File: src/rtl/alu_slice_exec_if.sv
// Port bundle for the digit-serial execute unit: operation request, operands,
// registered result and the start/busy/done status.
interface alu_slice_exec_if #(
    parameter int WIDTH = 32
);
    // Handshake: in IDLE or DONE, start=1 at a rising edge accepts ALUControl/SrcA/SrcB
    // and begins an operation. busy is high while slices are processed, and start is ignored then.
    // done pulses for one cycle when ALUResult/Zero are valid. The outputs hold until the next done.
    logic             start;
    logic [3:0]       ALUControl;
    logic [WIDTH-1:0] SrcA;
    logic [WIDTH-1:0] SrcB;
    logic [WIDTH-1:0] ALUResult;
    logic             Zero;
    logic             busy;
    logic             done;
    logic [1:0]       dbg_state;

    modport master (
        output start, ALUControl, SrcA, SrcB,
        input  ALUResult, Zero, busy, done, dbg_state
    );

    modport slave (
        input  start, ALUControl, SrcA, SrcB,
        output ALUResult, Zero, busy, done, dbg_state
    );
endinterface

File: src/rtl/alu_slice_exec.sv
// Digit-serial execute unit: ADD/SUB/SLT/SLTU/OR/AND evaluated SLICE bits per
// cycle, LSB slice first, with the carry held in a register between slices.
module alu_slice_exec #(
    parameter int WIDTH  = 32,
    parameter int SLICE  = 8,
    parameter int NSLICE = WIDTH / SLICE
) (
    input  logic             clk,
    input  logic             reset,
    alu_slice_exec_if.slave  bus
);
    localparam logic [3:0] AND_OP  = 4'b0000;
    localparam logic [3:0] OR_OP   = 4'b0001;
    localparam logic [3:0] ADD_OP  = 4'b0010;
    localparam logic [3:0] SUB_OP  = 4'b0110;
    localparam logic [3:0] SLT_OP  = 4'b0111;
    localparam logic [3:0] SLTU_OP = 4'b1000;
    localparam int         CW      = (NSLICE > 1) ? $clog2(NSLICE) : 1;

    generate
        if ((SLICE < 1) || (WIDTH % SLICE != 0) || (NSLICE != WIDTH / SLICE)) begin : g_cfg_err
            $error("alu_slice_exec: WIDTH must be a positive multiple of SLICE");
        end
    endgenerate

    typedef enum logic [1:0] {
        IDLE = 2'd0,
        RUN  = 2'd1,
        DONE = 2'd2
    } state_t;

    state_t           state, state_n;
    logic [CW-1:0]    cnt;
    logic             carry;
    logic [3:0]       op_q;
    logic [WIDTH-1:0] a_q, b_q, res_sh;
    logic [WIDTH-1:0] res_q;
    logic             zero_q;

    logic             load, last;
    int               base;
    logic [SLICE-1:0] a_s, b_s, b_eff, slice_val;
    logic [SLICE:0]   sum;
    logic [WIDTH-1:0] shadow_n, final_res;
    logic             ovf, lt;

    // Subtraction-based ops all run A + ~B with a carry-in of one.
    function automatic logic is_sub(input logic [3:0] op);
        return (op == SUB_OP) || (op == SLT_OP) || (op == SLTU_OP);
    endfunction

    always_comb begin
        state_n = state;
        load    = 1'b0;
        unique case (state)
            IDLE: if (bus.start) begin load = 1'b1; state_n = RUN; end
            RUN:  if (last) state_n = DONE;
            DONE: begin
                if (bus.start) begin
                    load    = 1'b1;
                    state_n = RUN;
                end else begin
                    state_n = IDLE;
                end
            end
            default: state_n = IDLE;
        endcase
    end

    always_comb begin
        last      = (cnt == CW'(NSLICE - 1));
        base      = int'(cnt) * SLICE;
        a_s       = a_q[base +: SLICE];
        b_s       = b_q[base +: SLICE];
        b_eff     = is_sub(op_q) ? ~b_s : b_s;
        sum       = {1'b0, a_s} + {1'b0, b_eff} + {{SLICE{1'b0}}, carry};
        slice_val = '0;
        case (op_q)
            ADD_OP, SUB_OP, SLT_OP, SLTU_OP: slice_val = sum[SLICE-1:0];
            OR_OP:   slice_val = a_s | b_s;
            AND_OP:  slice_val = a_s & b_s;
            default: slice_val = '0;
        endcase
        shadow_n               = res_sh;
        shadow_n[base +: SLICE] = slice_val;

        // Comparisons are resolved from the fully assembled difference.
        ovf       = (a_q[WIDTH-1] != b_q[WIDTH-1]) && (shadow_n[WIDTH-1] != a_q[WIDTH-1]);
        lt        = 1'b0;
        final_res = shadow_n;
        if (op_q == SLT_OP) begin
            lt        = shadow_n[WIDTH-1] ^ ovf;
            final_res = {{(WIDTH-1){1'b0}}, lt};
        end else if (op_q == SLTU_OP) begin
            lt        = ~sum[SLICE];
            final_res = {{(WIDTH-1){1'b0}}, lt};
        end
    end

    always_ff @(posedge clk) begin
        if (reset) begin
            state  <= IDLE;
            cnt    <= '0;
            carry  <= 1'b0;
            op_q   <= '0;
            a_q    <= '0;
            b_q    <= '0;
            res_sh <= '0;
            res_q  <= '0;
            zero_q <= 1'b1;
        end else begin
            state <= state_n;
            if (load) begin
                a_q    <= bus.SrcA;
                b_q    <= bus.SrcB;
                op_q   <= bus.ALUControl;
                cnt    <= '0;
                carry  <= is_sub(bus.ALUControl);
                res_sh <= '0;
            end else if (state == RUN) begin
                res_sh <= shadow_n;
                carry  <= sum[SLICE];
                if (last) begin
                    res_q  <= final_res;
                    zero_q <= (final_res == '0);
                end else begin
                    cnt <= cnt + 1'b1;
                end
            end
        end
    end

    assign bus.ALUResult = res_q;
    assign bus.Zero      = zero_q;
    assign bus.busy      = (state == RUN);
    assign bus.done      = (state == DONE);
    assign bus.dbg_state = state;
endmodule

File: src/flat_wrapper.sv
// flat-port wrapper written by rule: the top's interface ports become plain ports
module alu_slice_exec_flat 
#(
    parameter int WIDTH  = 32,
    parameter int SLICE  = 8,
    parameter int NSLICE = WIDTH / SLICE
)
  (clk, reset, bus_start, bus_ALUControl, bus_SrcA, bus_SrcB, bus_ALUResult, bus_Zero, bus_busy, bus_done, bus_dbg_state);
  alu_slice_exec_if #(.WIDTH(WIDTH)) bus_i ();
  input  logic clk;
  input  logic reset;
  input wire logic [$bits(bus_i.start)-1:0] bus_start;
  input wire logic [$bits(bus_i.ALUControl)-1:0] bus_ALUControl;
  input wire logic [$bits(bus_i.SrcA)-1:0] bus_SrcA;
  input wire logic [$bits(bus_i.SrcB)-1:0] bus_SrcB;
  output wire logic [$bits(bus_i.ALUResult)-1:0] bus_ALUResult;
  output wire logic [$bits(bus_i.Zero)-1:0] bus_Zero;
  output wire logic [$bits(bus_i.busy)-1:0] bus_busy;
  output wire logic [$bits(bus_i.done)-1:0] bus_done;
  output wire logic [$bits(bus_i.dbg_state)-1:0] bus_dbg_state;
  assign bus_i.start = bus_start;
  assign bus_i.ALUControl = bus_ALUControl;
  assign bus_i.SrcA = bus_SrcA;
  assign bus_i.SrcB = bus_SrcB;
  assign bus_ALUResult = bus_i.ALUResult;
  assign bus_Zero = bus_i.Zero;
  assign bus_busy = bus_i.busy;
  assign bus_done = bus_i.done;
  assign bus_dbg_state = bus_i.dbg_state;
  alu_slice_exec #(.WIDTH(WIDTH), .SLICE(SLICE), .NSLICE(NSLICE)) u_core (.clk(clk), .reset(reset), .bus(bus_i));
endmodule
File: config.mk
export PLATFORM = sky130hd
export DESIGN_NAME = alu_slice_exec_flat
export DESIGN_NICKNAME = d
export VERILOG_FILES = /design/src/rtl/alu_slice_exec_if.sv /design/src/rtl/alu_slice_exec.sv /design/src/flat_wrapper.sv
export SDC_FILE = /design/constraint.sdc
export NUM_CORES = 1
export LEC_CHECK = 0
export BUFFER_PORTS_ARGS = -buffer_cell sky130_fd_sc_hd__buf_4
export CAP_MARGIN = 25
export CORE_UTILIZATION = 61
export CTS_CLUSTER_SIZE = 28
export DETAILED_ROUTE_END_ITERATION = 6
export PLACE_DENSITY = 0.85
export SYNTH_ARGS = -nofsm -noshare
export SYNTH_HDL_FRONTEND = slang
export SYNTH_SLANG_ARGS = --single-unit
File: constraint.sdc
create_clock -name clk -period 7.05 [get_ports clk]
set_input_delay 0.705 -clock clk [delete_from_list [all_inputs] [get_ports clk]]
set_output_delay 0.705 -clock clk [all_outputs]
set_load 0.01 [all_outputs]
==> impl_results.md <==
* Number of endpoints failing setup at the final stage at 0
* Async SR Flop Fraction at 0
* Syn_area_per_cell at 8.32 µm²
* Final worst setup slack at 2830 ps
* Status: finished clean
* Largest net degree at the start of global routing at 106
* Reg2reg end: u_core.bus.Zero$_SDFFE_PP1P_
* Count leader, synth: nand2_1
* Synth Area in Compound Gates at 0.214
* Synth area leaders: dfxtp_1 (42%), nand2_1 (9.2%), a21oi_1 (7.0%)
* Die width at 106 µm
* Critical Path RT at 7530 ps
* Number of port buffers at 107
* Share of layout cells above drive strength 1 at 0.204
* Hold Crit Depth at 2
* Grt ovf at 0
* Number of global-route vias before repair at 6060
* Hold Startpoint: reset
* Worst R2R Path Depth at 13
* Post-synth top area cell: dfxtp_1
* CP endpoint kind: flip-flop
* Pleak at 3.26 nW
* FMAX at 237 MHz
* Switching Power at 530 µW
* R2r setup slk at 2830 ps
* Hold Slack at 382 ps
* DRC Markers at 0
* DRT Pass-1 Iters at 5
* Flop pwr share at 0.395
* Clock root buffer: clkbuf_8
* # diodes at 0
* Dpl hpwl at 12.7 mm
* Num ports at 108
* Power Internal at 1.56 mW
* Mapped cell area at 6620 µm²
* Post-CTS setup buffers at 0
* RR Startpoint: u_core.op_q[0]$_SDFFE_PP0P_
* Hold Buf Count CTS at 0
* Area delta synth->final at 22.6%
* Maximum VDD drop at 0.204 mV
* Sequential area share after synthesis at 0.417
* Worst-margin pin slew at 1040 ps
* WL per Instance at 18.3 µm
* Final worst path period need at 4220 ps
* Post_cts resized at 0
* Hold Path End: u_core.b_q[5]$_SDFFE_PP0P_
* Die area at 11300 µm²
* Worst Hold Class: in2reg
* Power share of the combinational group at 0.127
* Top cell type's share of synthesized area at 0.417
* First-pass GRT wire length at 30.0 mm
* Clock transition at the registers of the reported paths at 60 ps
* Cells along the critical path: or4b_1 -> o21ai_1 -> xnor2_1 -> fa_1 -> fa_1 -> nor2b_1 -> o31a_1 -> a211oi_1 -> a21oi_4 -> o2111ai_1 -> nor4b_2 -> o2111ai_1 -> nand2_1
* Max-Cap Viols at 0
* Final hold violation count at 0
* Detail Route Antenna Nets at 0
* Synth top cells by count: nand2_1 (162), dfxtp_1 (138), a21oi_1 (92)
* Vias post-DR at 6261
* Final Wtd Congestion at 0.986
* Clock power frac at 0.478
* Worst Path Arrival at 4700 ps
* EDFF count, synth at 0
* Cell Rows at 37
* DP Worst Slack at 2850 ps
* Initial antenna violation count at 0
* Final #Nets at 961
* Die Span Y at 106 µm
* Fin. max-slew vios at 0
* Simple logic cell fraction of the synthesized area at 0.197
* CTS tree: built
* Slew margin rel. at 0.306
* Critical Path Max Stage Delay at 690 ps
* Setup TNS at 0 ps
* Unrepaired setup endpoints after global routing: false
* Tot Pwr at 2.09 mW
* Period utilization at 0.599
* Core ar. at 10400 µm²
* Starting density of the core at 0.635
* Iter 0 DRT Violations at 555
* Crit path buf inv count at 0
* Slowest cell on the critical path: or4b_1
* Delay-heaviest family, CP: compound AO/OA/AOI/OAI gates
* Crit start category: flip-flop
* Clock insertion delay at the later pin of the skew report at 540 ps
* Skew final at 10.3 ps
* Vias/cell at 6.12
* Sw Ratio at 0.253
* Number of H-tree levels at 4
* CP Max Fanout at 12
* Post-synthesis adder-cell area fraction at 0.0456
* Synth Instances at 795
* Largest family of logic cells by synthesized area: compound AO/OA/AOI/OAI gates
* Clock buffer depth at 2
* Synth Register Bits at 138
* Sink Count at 138
* Xor and xnor area share after synthesis at 0.0146
* Mux contribution to synthesized area at 0.0618
* Drt total wl at 18.7 mm
* All-Layer GR Usage at 0.345
* Yosys warning total at 0
* Post-synth cell types at 64
* Total CTS buffers at 17
* Crit Path Class: reg2reg
* Syn_nets at 881
* Pwr/cell area at 258 nW/µm²
* Main synth FF type: dfxtp_1
-- power by group through the flow --
stage          logic [mW]  clock network [mW]  registers (mW)
3_3_place_gp        0.253                   0           0.840
2_1_floorplan       0.180                   0           0.835
6_report            0.267                1.00           0.826
3_5_place_dp        0.257                   0           0.842
5_1_grt             0.288                1.04           0.829
4_1_cts             0.260                1.00           0.825
-- worst max-delay path by stage --
stage                                           start                                     to  slack [ps]  cells past startpoint
after floorplan           u_core.op_q[1]$_SDFFE_PP0P_           u_core.bus.Zero$_SDFFE_PP1P_        3390                     14
after global placement    u_core.op_q[0]$_SDFFE_PP0P_  u_core.bus.ALUResult[22]$_SDFFE_PP0P_        2980                     13
after detailed placement  u_core.op_q[0]$_SDFFE_PP0P_  u_core.bus.ALUResult[30]$_SDFFE_PP0P_        2850                     13
after CTS                 u_core.op_q[0]$_SDFFE_PP0P_  u_core.bus.ALUResult[30]$_SDFFE_PP0P_        2820                     13
after global routing      u_core.op_q[0]$_SDFFE_PP0P_  u_core.bus.ALUResult[30]$_SDFFE_PP0P_        2490                     13
final                     u_core.op_q[0]$_SDFFE_PP0P_           u_core.bus.Zero$_SDFFE_PP1P_        2830                     13
-- cell type report --
type	count	area (µm²)
clock inverter	13	240
tap	136	170
timing repair buffer	116	891
inverter	24	90.1
fill	733	2300
clock buffer	18	418
sequential	138	2760
multi-input combinational	578	3540
-- cells in the final DEF, fill, tap and decap left out, types with 3 or more instances in the layout --
cell type  netlist  layout
a21oi_1         92      92
nand2b_1         8       7
dfxtp_1        138     138
o21ai_0         14      14
inv_1           24      24
maj3_2           7       7
nand3_1          3       3
a211oi_1         8       8
mux2i_1          3       3
nor3_1          12      12
bufinv_16        0       6
clkinv_4         0       3
clkbuf_16        0      16
o21a_1           4       4
xnor2_1          4       4
mux4_2          11      11
o22ai_1         15      15
buf_4            0     115
nand2_1        162     162
and2_1           4       4
ha_1            13      13
o2111ai_1        3       3
o31a_1           3       3
xor2_1           7       7
nor2_1          90      90
nor2b_1         14      13
a22oi_1         45      45
mux4_1           5       5
a21o_1           3       3
inv_6            0       3
o2bb2ai_1        4       4
-- worst reg2reg max path, cell delays in order (launching register included) --
cell and delay (ps):
dfxtp_1 440, or4b_1 690, o21ai_1 520, xnor2_1 200
fa_1 480, fa_1 420, nor2b_1 170, o31a_1 190
a211oi_1 90, a21oi_4 300, o2111ai_1 210, nor4b_2 240
o2111ai_1 130, nand2_1 80
-- cells by family (layout without fill, tap and decap cells) --
| logic type | after synthesis | count (layout) |
|---|---|---|
| buffers and inverters | 79 | 171 |
| and+or+nand+nor | 308 | 308 |
| muxes | 19 | 19 |
| xor gates and xnor gates | 11 | 11 |
| DFF | 138 | 138 |
| adders and majority gates | 24 | 24 |
| AOI/OAI and AO/OA | 216 | 216 |
-- routing by layer --
layer | GRT usage | share of wire | routed length (µm)
met3 | 0.0766 | 0.073 | 1370
met4 | 0.194 | 0.042 | 787
met5 | 0 | 0 | 0
met1 | 0.419 | 0.40 | 7500
met2 | 0.564 | 0.48 | 9070
-- metrics by stage --
stage | instance area [µm²] | util | cells
after floorplan | 6620 | - | 795
after global placement | 7430 | 0.713 | 991
after detailed placement | 7430 | 0.713 | 991
after CTS | 8090 | 0.776 | 1022
after global routing | 8110 | 0.779 | 1023
final | 8110 | 0.779 | 1023
-- registers in the layout (all words and copies together), names as in the netlist --
signal,flops
u_core.a_q,32
u_core.b_q,32
u_core.bus.ALUResult,32
u_core.bus.Zero,1
u_core.bus.dbg_state,2
u_core.carry,1
u_core.cnt,2
u_core.op_q,4
u_core.res_sh,32
Note: power is estimated with default switching activity, not from simulation.
